## src/rtl/acorn_fbk_ksg.sv

```systemverilog
// ACORN-128 keystream / feedback bit generator.
// Computes one ks and one f bit per cycle from a 293-bit state image.
//
// Ports:
//   clk       : rising-edge clock
//   rst       : synchronous active-high reset
//   state_in  : ACORN state, bit i = S[i]
//   ca_in     : control bit ca
//   cb_in     : control bit cb
//   in_valid  : qualifies state_in / ca_in / cb_in
//   ks_out    : registered keystream bit
//   fout      : registered feedback bit
//   out_valid : ks_out / fout carry a fresh result
module acorn_fbk_ksg (
  input  logic         clk,
  input  logic         rst,
  input  logic [292:0] state_in,
  input  logic         ca_in,
  input  logic         cb_in,
  input  logic         in_valid,
  output logic         ks_out,
  output logic         fout,
  output logic         out_valid
);

  function automatic logic maj(
    input logic x,
    input logic y,
    input logic z
  );
    return (x & y) ^ (x & z) ^ (y & z);
  endfunction

  function automatic logic ch(
    input logic x,
    input logic y,
    input logic z
  );
    return (x & y) ^ (~x & z);
  endfunction

  logic ks_d;
  logic f_d;
  logic ks_q;
  logic f_q;
  logic vld_q;

  // Only the taps below are read; the rest of the state is don't-care.
  always_comb begin
    ks_d = state_in[12]
         ^ state_in[154]
         ^ maj(state_in[235], state_in[61], state_in[193])
         ^ ch(state_in[230], state_in[111], state_in[66]);
    f_d  = state_in[0]
         ^ ~state_in[107]
         ^ maj(state_in[244], state_in[23], state_in[160])
         ^ (ca_in & state_in[196])
         ^ (cb_in & ks_d);
  end

  // Idle cycles keep the last result visible but drop out_valid.
  always_ff @(posedge clk) begin
    if (rst) begin
      ks_q  <= 1'b0;
      f_q   <= 1'b0;
      vld_q <= 1'b0;
    end else if (in_valid) begin
      ks_q  <= ks_d;
      f_q   <= f_d;
      vld_q <= 1'b1;
    end else begin
      vld_q <= 1'b0;
    end
  end

  assign ks_out    = ks_q;
  assign fout      = f_q;
  assign out_valid = vld_q;

endmodule

```

## config.mk

```make
export PLATFORM = sky130hd
export DESIGN_NAME = acorn_fbk_ksg
export DESIGN_NICKNAME = d
export VERILOG_FILES = /design/src/rtl/acorn_fbk_ksg.sv
export SDC_FILE = /design/constraint.sdc
export NUM_CORES = 1
export LEC_CHECK = 0
export ABC_CLOCK_PERIOD_IN_PS = 1300
export BUFFER_PORTS_ARGS = -buffer_cell sky130_fd_sc_hd__buf_2
export CAP_MARGIN = 20
export CORE_AREA = 3 3 116 118
export CTS_CLUSTER_DIAMETER = 60
export DETAILED_ROUTE_END_ITERATION = 12
export DIE_AREA = 0 0 119 121
export SYNTH_ARGS = -nofsm -noshare
export SYNTH_HDL_FRONTEND = slang
export SYNTH_SLANG_ARGS = --single-unit
export TNS_END_PERCENT = 50
```

## constraint.sdc

```tcl
create_clock -name clk -period 1.3 [get_ports clk]
set_input_delay 0.26 -clock clk [delete_from_list [all_inputs] [get_ports clk]]
set_output_delay 0.26 -clock clk [all_outputs]
set_load 0.02 [all_outputs]
```

==> flow_summary.yaml, run 1 <==
run_status:
  status: "complete, no violations"
critical_path:
  slowest_delay_ns: 0.36
  crit_chain: "buf_2 > maj3_1 > xnor3_1 > nand2_1 > xnor2_1 > a211oi_2"
  crit_path_end_kind: "flip-flop"
  required_ns: 1.44
  cp-start-kind: "input pin"
  crit_path_top_delay_cell: "maj3_1"
  arrival_ns: 1.36
  criticalPathCategory: "in -> reg"
  critical-path-top-delay-family: "adder cells"
  crit_path_max_fanout: 2
  crit_buf_inv: 1
power:
  power_uw: 734
  clkPwrFrac: 0.661
  sequentialPowerShare: 0.145
  switching_share: 0.202
  leakage_nw: 0.210
  p_comb_frac: 0.194
  peakVddDrop_mv: 0.317
  power_density_nw_per_um2: 1210
  p_switching_uw: 148
  internal-power_uw: 586
worst_hold_path:
  hp-class: "in -> reg"
sta:
  finalSetupViolCount: 0
  fin_setup_tns_ns: 0
  hold_slack_ns: 0.230
  finalCriticalPeriod_ns: 1.22
  max_slew_margin: 0.861
  clock_skew_ns: 0
  rsz0062_at_grt: "false"
  hold_viol_final: 0
  worst_slack_ns: 0.0825
  worstMarginPinSlew_ns: 0.203
  fmax_ghz: 0.821
  finalCritPeriodShare: 0.937
  drv_slew: 0
synth:
  synthTopCellsByArea: "dfxtp_1 30%, xnor2_1 18%, xnor3_1 11%, maj3_1 10%, mux2i_1 10%"
  netlist.area_leader.share: 0.300
  seq_area_frac_synth: 0.300
  yosys_register_bits: 3
  syn-num-nets: 317
  yosys_warnings: 0
  syn_inst: 19
  netlist_area_sq_um: 200
  syn_avg_cell_area_sq_um: 10.5
  synth_top_area_cell: "dfxtp_1"
  yosysUniqueCellTypes: 10
clock_network:
  h-tree-depth: 1
  clkTransAtPathRegs_ns: 0.03
  cts.repair.resized: 0
  cts_setup_buffers: 0
  cts.sinks: 3
  cts_hold_buf: 0
  cts_tree: "yes"
  root_buffer: "clkbuf_16"
  worstSkewPairLatency_ns: 0.22
  cts_inserted_buffers: 3
  clk_path_buf_depth: 2
finish:
  final_util: 0.0483
  area_growth_pct: 203
  layout_common_cells: "21 x buf_2, 4 x xnor2_1, 3 x clkbuf_16, 3 x dfxtp_1"
  fill_cells: 1492
  fin_area_sq_um: 607
  antenna_cells: 0
  fin_cells: 217
  drive_gt1_frac: 0.578
  seq_area_sq_um: 60.1
  nNetsFinal: 344
  multi_input_area_sq_um: 140
  layout_commonest_cell: "buf_2"
grt:
  grt_pass1_vias: 289
  track_usage: 0.0172
  antenna_found_initial: 2
  grt-ovfl-total: 0
  grt_max_degree: 5
  grt_first_pass_wirelength_um: 1450
route:
  via_count: 244
  drc_errors: 0
  first_pass_iters: 2
  wl_per_cell_um: 4.65
  detail-route-antenna-nets: 0
  via_per_inst: 1.12
  drt-total-wl_um: 1010
  drtIter0Drc: 7
placed_design:
  io_buffers: 21
  dp.cells: 213
  pre_cts_slack_ns: -0.147
  gp_congestion: 0.593
  place_area_sq_um: 528
die:
  die_x_um: 119
  die-area_sq_um: 14400
  start_util: 0.0159
  fp.coreArea_sq_um: 12600
  die_h_um: 121
  io_pins: 301
  rows: 41
run:
  drv_cap: 0
## layout make-up
| type | instances | area share |
|---|---|---|
| clock buffer | 4 | 0.130 |
| multi-input combinational | 16 | 0.231 |
| tap | 172 | 0.355 |
| timing repair buffer | 22 | 0.186 |
| sequential | 3 | 0.0990 |
## registers in the layout (all words and copies together), names as in the netlist
signal     count
fout           1
out_valid      1
ks_out         1
## cells in the mapped netlist
master / instances
xor2_1: 1
dfxtp_1: 3
nor2_1: 2
xnor2_1: 4
nand2_1: 2
xnor3_1: 1
a211oi_2: 1
mux2i_1: 2
nor2b_1: 1
maj3_1: 2
## layer usage
metal | vias up | GRT usage | wire, um
met5 | - | 0 | 24
met4 | 4 | 0.0109 | 7
met3 | 4 | 0.0336 | 339
met2 | 21 | 0.0159 | 291
met1 | 100 | 0.0122 | 346
li1 | 115 | - | -
## logic make-up (layout without fill, tap and decap cells)
group,after synthesis,after routing,synth area share
AOI/OAI and AO/OA,1,1,0.0625
xor gates and xnor gates,6,6,0.331
adders and majority gates,2,2,0.100
buffers and inverters,0,26,0
DFF,3,3,0.300
muxes,2,2,0.100
and+or+nand+nor,5,5,0.106
## power groups by stage
| stage | logic (mW) | registers [mW] | clock network, mW |
|---|---|---|---|
| final | 0.142 | 0.107 | 0.485 |
| after global routing | 0.158 | 0.108 | 0.508 |
| after CTS | 0.147 | 0.107 | 0.497 |
| after detailed placement | 0.147 | 0.108 | 0 |
| after global placement | 0.140 | 0.108 | 0 |
| after floorplan | 0.0674 | 0.120 | 0 |
## worst paths after layout
| kind | startpoint | cells past startpoint | end | slack [ns] |
|---|---|---|---|---|
| worst max-delay path | state_in[61] | 6 | fout | 0.08 |
| worst min register to register | ks_out | 2 | ks_out | 0.51 |
| worst max register to register | fout | 2 | fout | 0.68 |
| worst min-delay path | rst | 2 | fout | 0.23 |
Note: power is estimated with default switching activity, not from simulation.
==> run 2, diff against run 1 <==
CTS_BUF_LIST = sky130_fd_sc_hd__clkbuf_8   (was not set)
==> run 2 against run 1 <==
Net effect:
- clock skew unchanged
- via count rose by 1.6%
- sequential share of layout area grew 0.58 points
- worst setup slack lost 0.0032 ns
- global-route usage about the same
- first-iteration DRC count fell by 43%
- final cell count unchanged
- largest cell class unchanged
- die area unchanged
- sequential power about the same
==> flow_summary.yaml, run 2 (same netlist as run 1, synthesis figures left out) <==
clock_network:
  cts_tree: "yes"
  cts.repair.resized: 0
  cts.sinks: 3
  h-tree-depth: 1
  root_buffer: "clkbuf_8"
  clk_path_buf_depth: 2
  cts_inserted_buffers: 3
  cts_setup_buffers: 0
  worstSkewPairLatency_ns: 0.22
  clkTransAtPathRegs_ns: 0.03
  cts_hold_buf: 0
critical_path:
  crit_path_top_delay_cell: "maj3_1"
  criticalPathCategory: "in -> reg"
  cp-start-kind: "input pin"
  critical-path-top-delay-family: "adder cells"
  crit_path_end_kind: "flip-flop"
  crit_chain: "buf_2 > maj3_1 > xnor3_1 > nand2_1 > xnor2_1 > a211oi_2"
  slowest_delay_ns: 0.36
  reg2reg_slack_ns: 0.68
  crit_path_max_fanout: 2
  arrival_ns: 1.36
  required_ns: 1.44
  crit_buf_inv: 1
route:
  first_pass_iters: 2
  via_per_inst: 1.14
  drtIter0Drc: 4
  wl_per_cell_um: 4.66
  detail-route-antenna-nets: 0
  drt-total-wl_um: 1010
  via_count: 248
  drc_errors: 0
placed_design:
  pre_cts_slack_ns: -0.147
  io_buffers: 21
  place_area_sq_um: 528
  gp_congestion: 0.593
die:
  io_pins: 301
  die-area_sq_um: 14400
  die_h_um: 121
  start_util: 0.0159
  fp.coreArea_sq_um: 12600
  die_x_um: 119
  rows: 41
sta:
  rsz0062_at_grt: "false"
  finalCritPeriodShare: 0.939
  max_slew_margin: 0.861
  finalCriticalPeriod_ns: 1.22
  drv_slew: 0
  fin_setup_tns_ns: 0
  clock_skew_ns: 0
  hold_slack_ns: 0.234
  worstMarginPinSlew_ns: 0.203
  fmax_ghz: 0.819
  finalSetupViolCount: 0
  worst_slack_ns: 0.0793
  hold_viol_final: 0
grt:
  antenna_found_initial: 2
  grt_pass1_vias: 288
  grt_first_pass_wirelength_um: 1430
  grt-ovfl-total: 0
  track_usage: 0.0170
  grt_max_degree: 5
finish:
  antenna_cells: 0
  fin_area_sq_um: 573
  nNetsFinal: 344
  layout_commonest_cell: "buf_2"
  layout_common_cells: "21 x buf_2, 4 x xnor2_1, 3 x clkbuf_8, 3 x dfxtp_1"
  fill_cells: 1494
  area_growth_pct: 186
  drive_gt1_frac: 0.578
run_status:
  status: "complete, no violations"
power:
  power_density_nw_per_um2: 900
  leakage_nw: 0.199
  peakVddDrop_mv: 0.201
  power_uw: 516
worst_hold_path:
  hp-class: "in -> reg"
run:
  drv_cap: 0
[run 2: path summary, 6_finish.rpt]
kind,startpoint,end,cells after the start
hold / removal,rst,fout,2
setup reg to reg,fout,fout,2
hold reg to reg,ks_out,ks_out,2
setup / recovery,state_in[61],fout,6
[run 2: metal layers]
layer / vias to the layer above / global-route usage / part of all wire
li1: 115 / - / -
met1: 98 / 0.0116 / 0.33
met2: 24 / 0.0159 / 0.27
met3: 7 / 0.0336 / 0.35
met4: 4 / 0.0109 / 0.030
met5: - / 0 / 0.027
[run 2: layout make-up]
type,instances,area [sq um],area share
flip-flops and latches,3,60.1,0.105
multi-input cells,16,140,0.245
clock inverters,1,3.75,0.00655
clock buffers,3,41.3,0.0721
repair buffers,22,113,0.197
well taps,172,215,0.376
[run 2: where the power goes]
part | internal (mW) | switching (mW)
clock network | 0.201 | 0.0655
logic | 0.0790 | 0.0634
registers | 0.103 | 0.00395
[run 2: stage by stage]
| stage | utilization | instances |
|---|---|---|
| 2_1_floorplan | - | 19 |
| 3_3_place_gp | 0.0420 | 213 |
| 3_5_place_dp | 0.0420 | 213 |
| 4_1_cts | 0.0456 | 217 |
| 5_1_grt | 0.0456 | 217 |
| 6_report | 0.0456 | 217 |
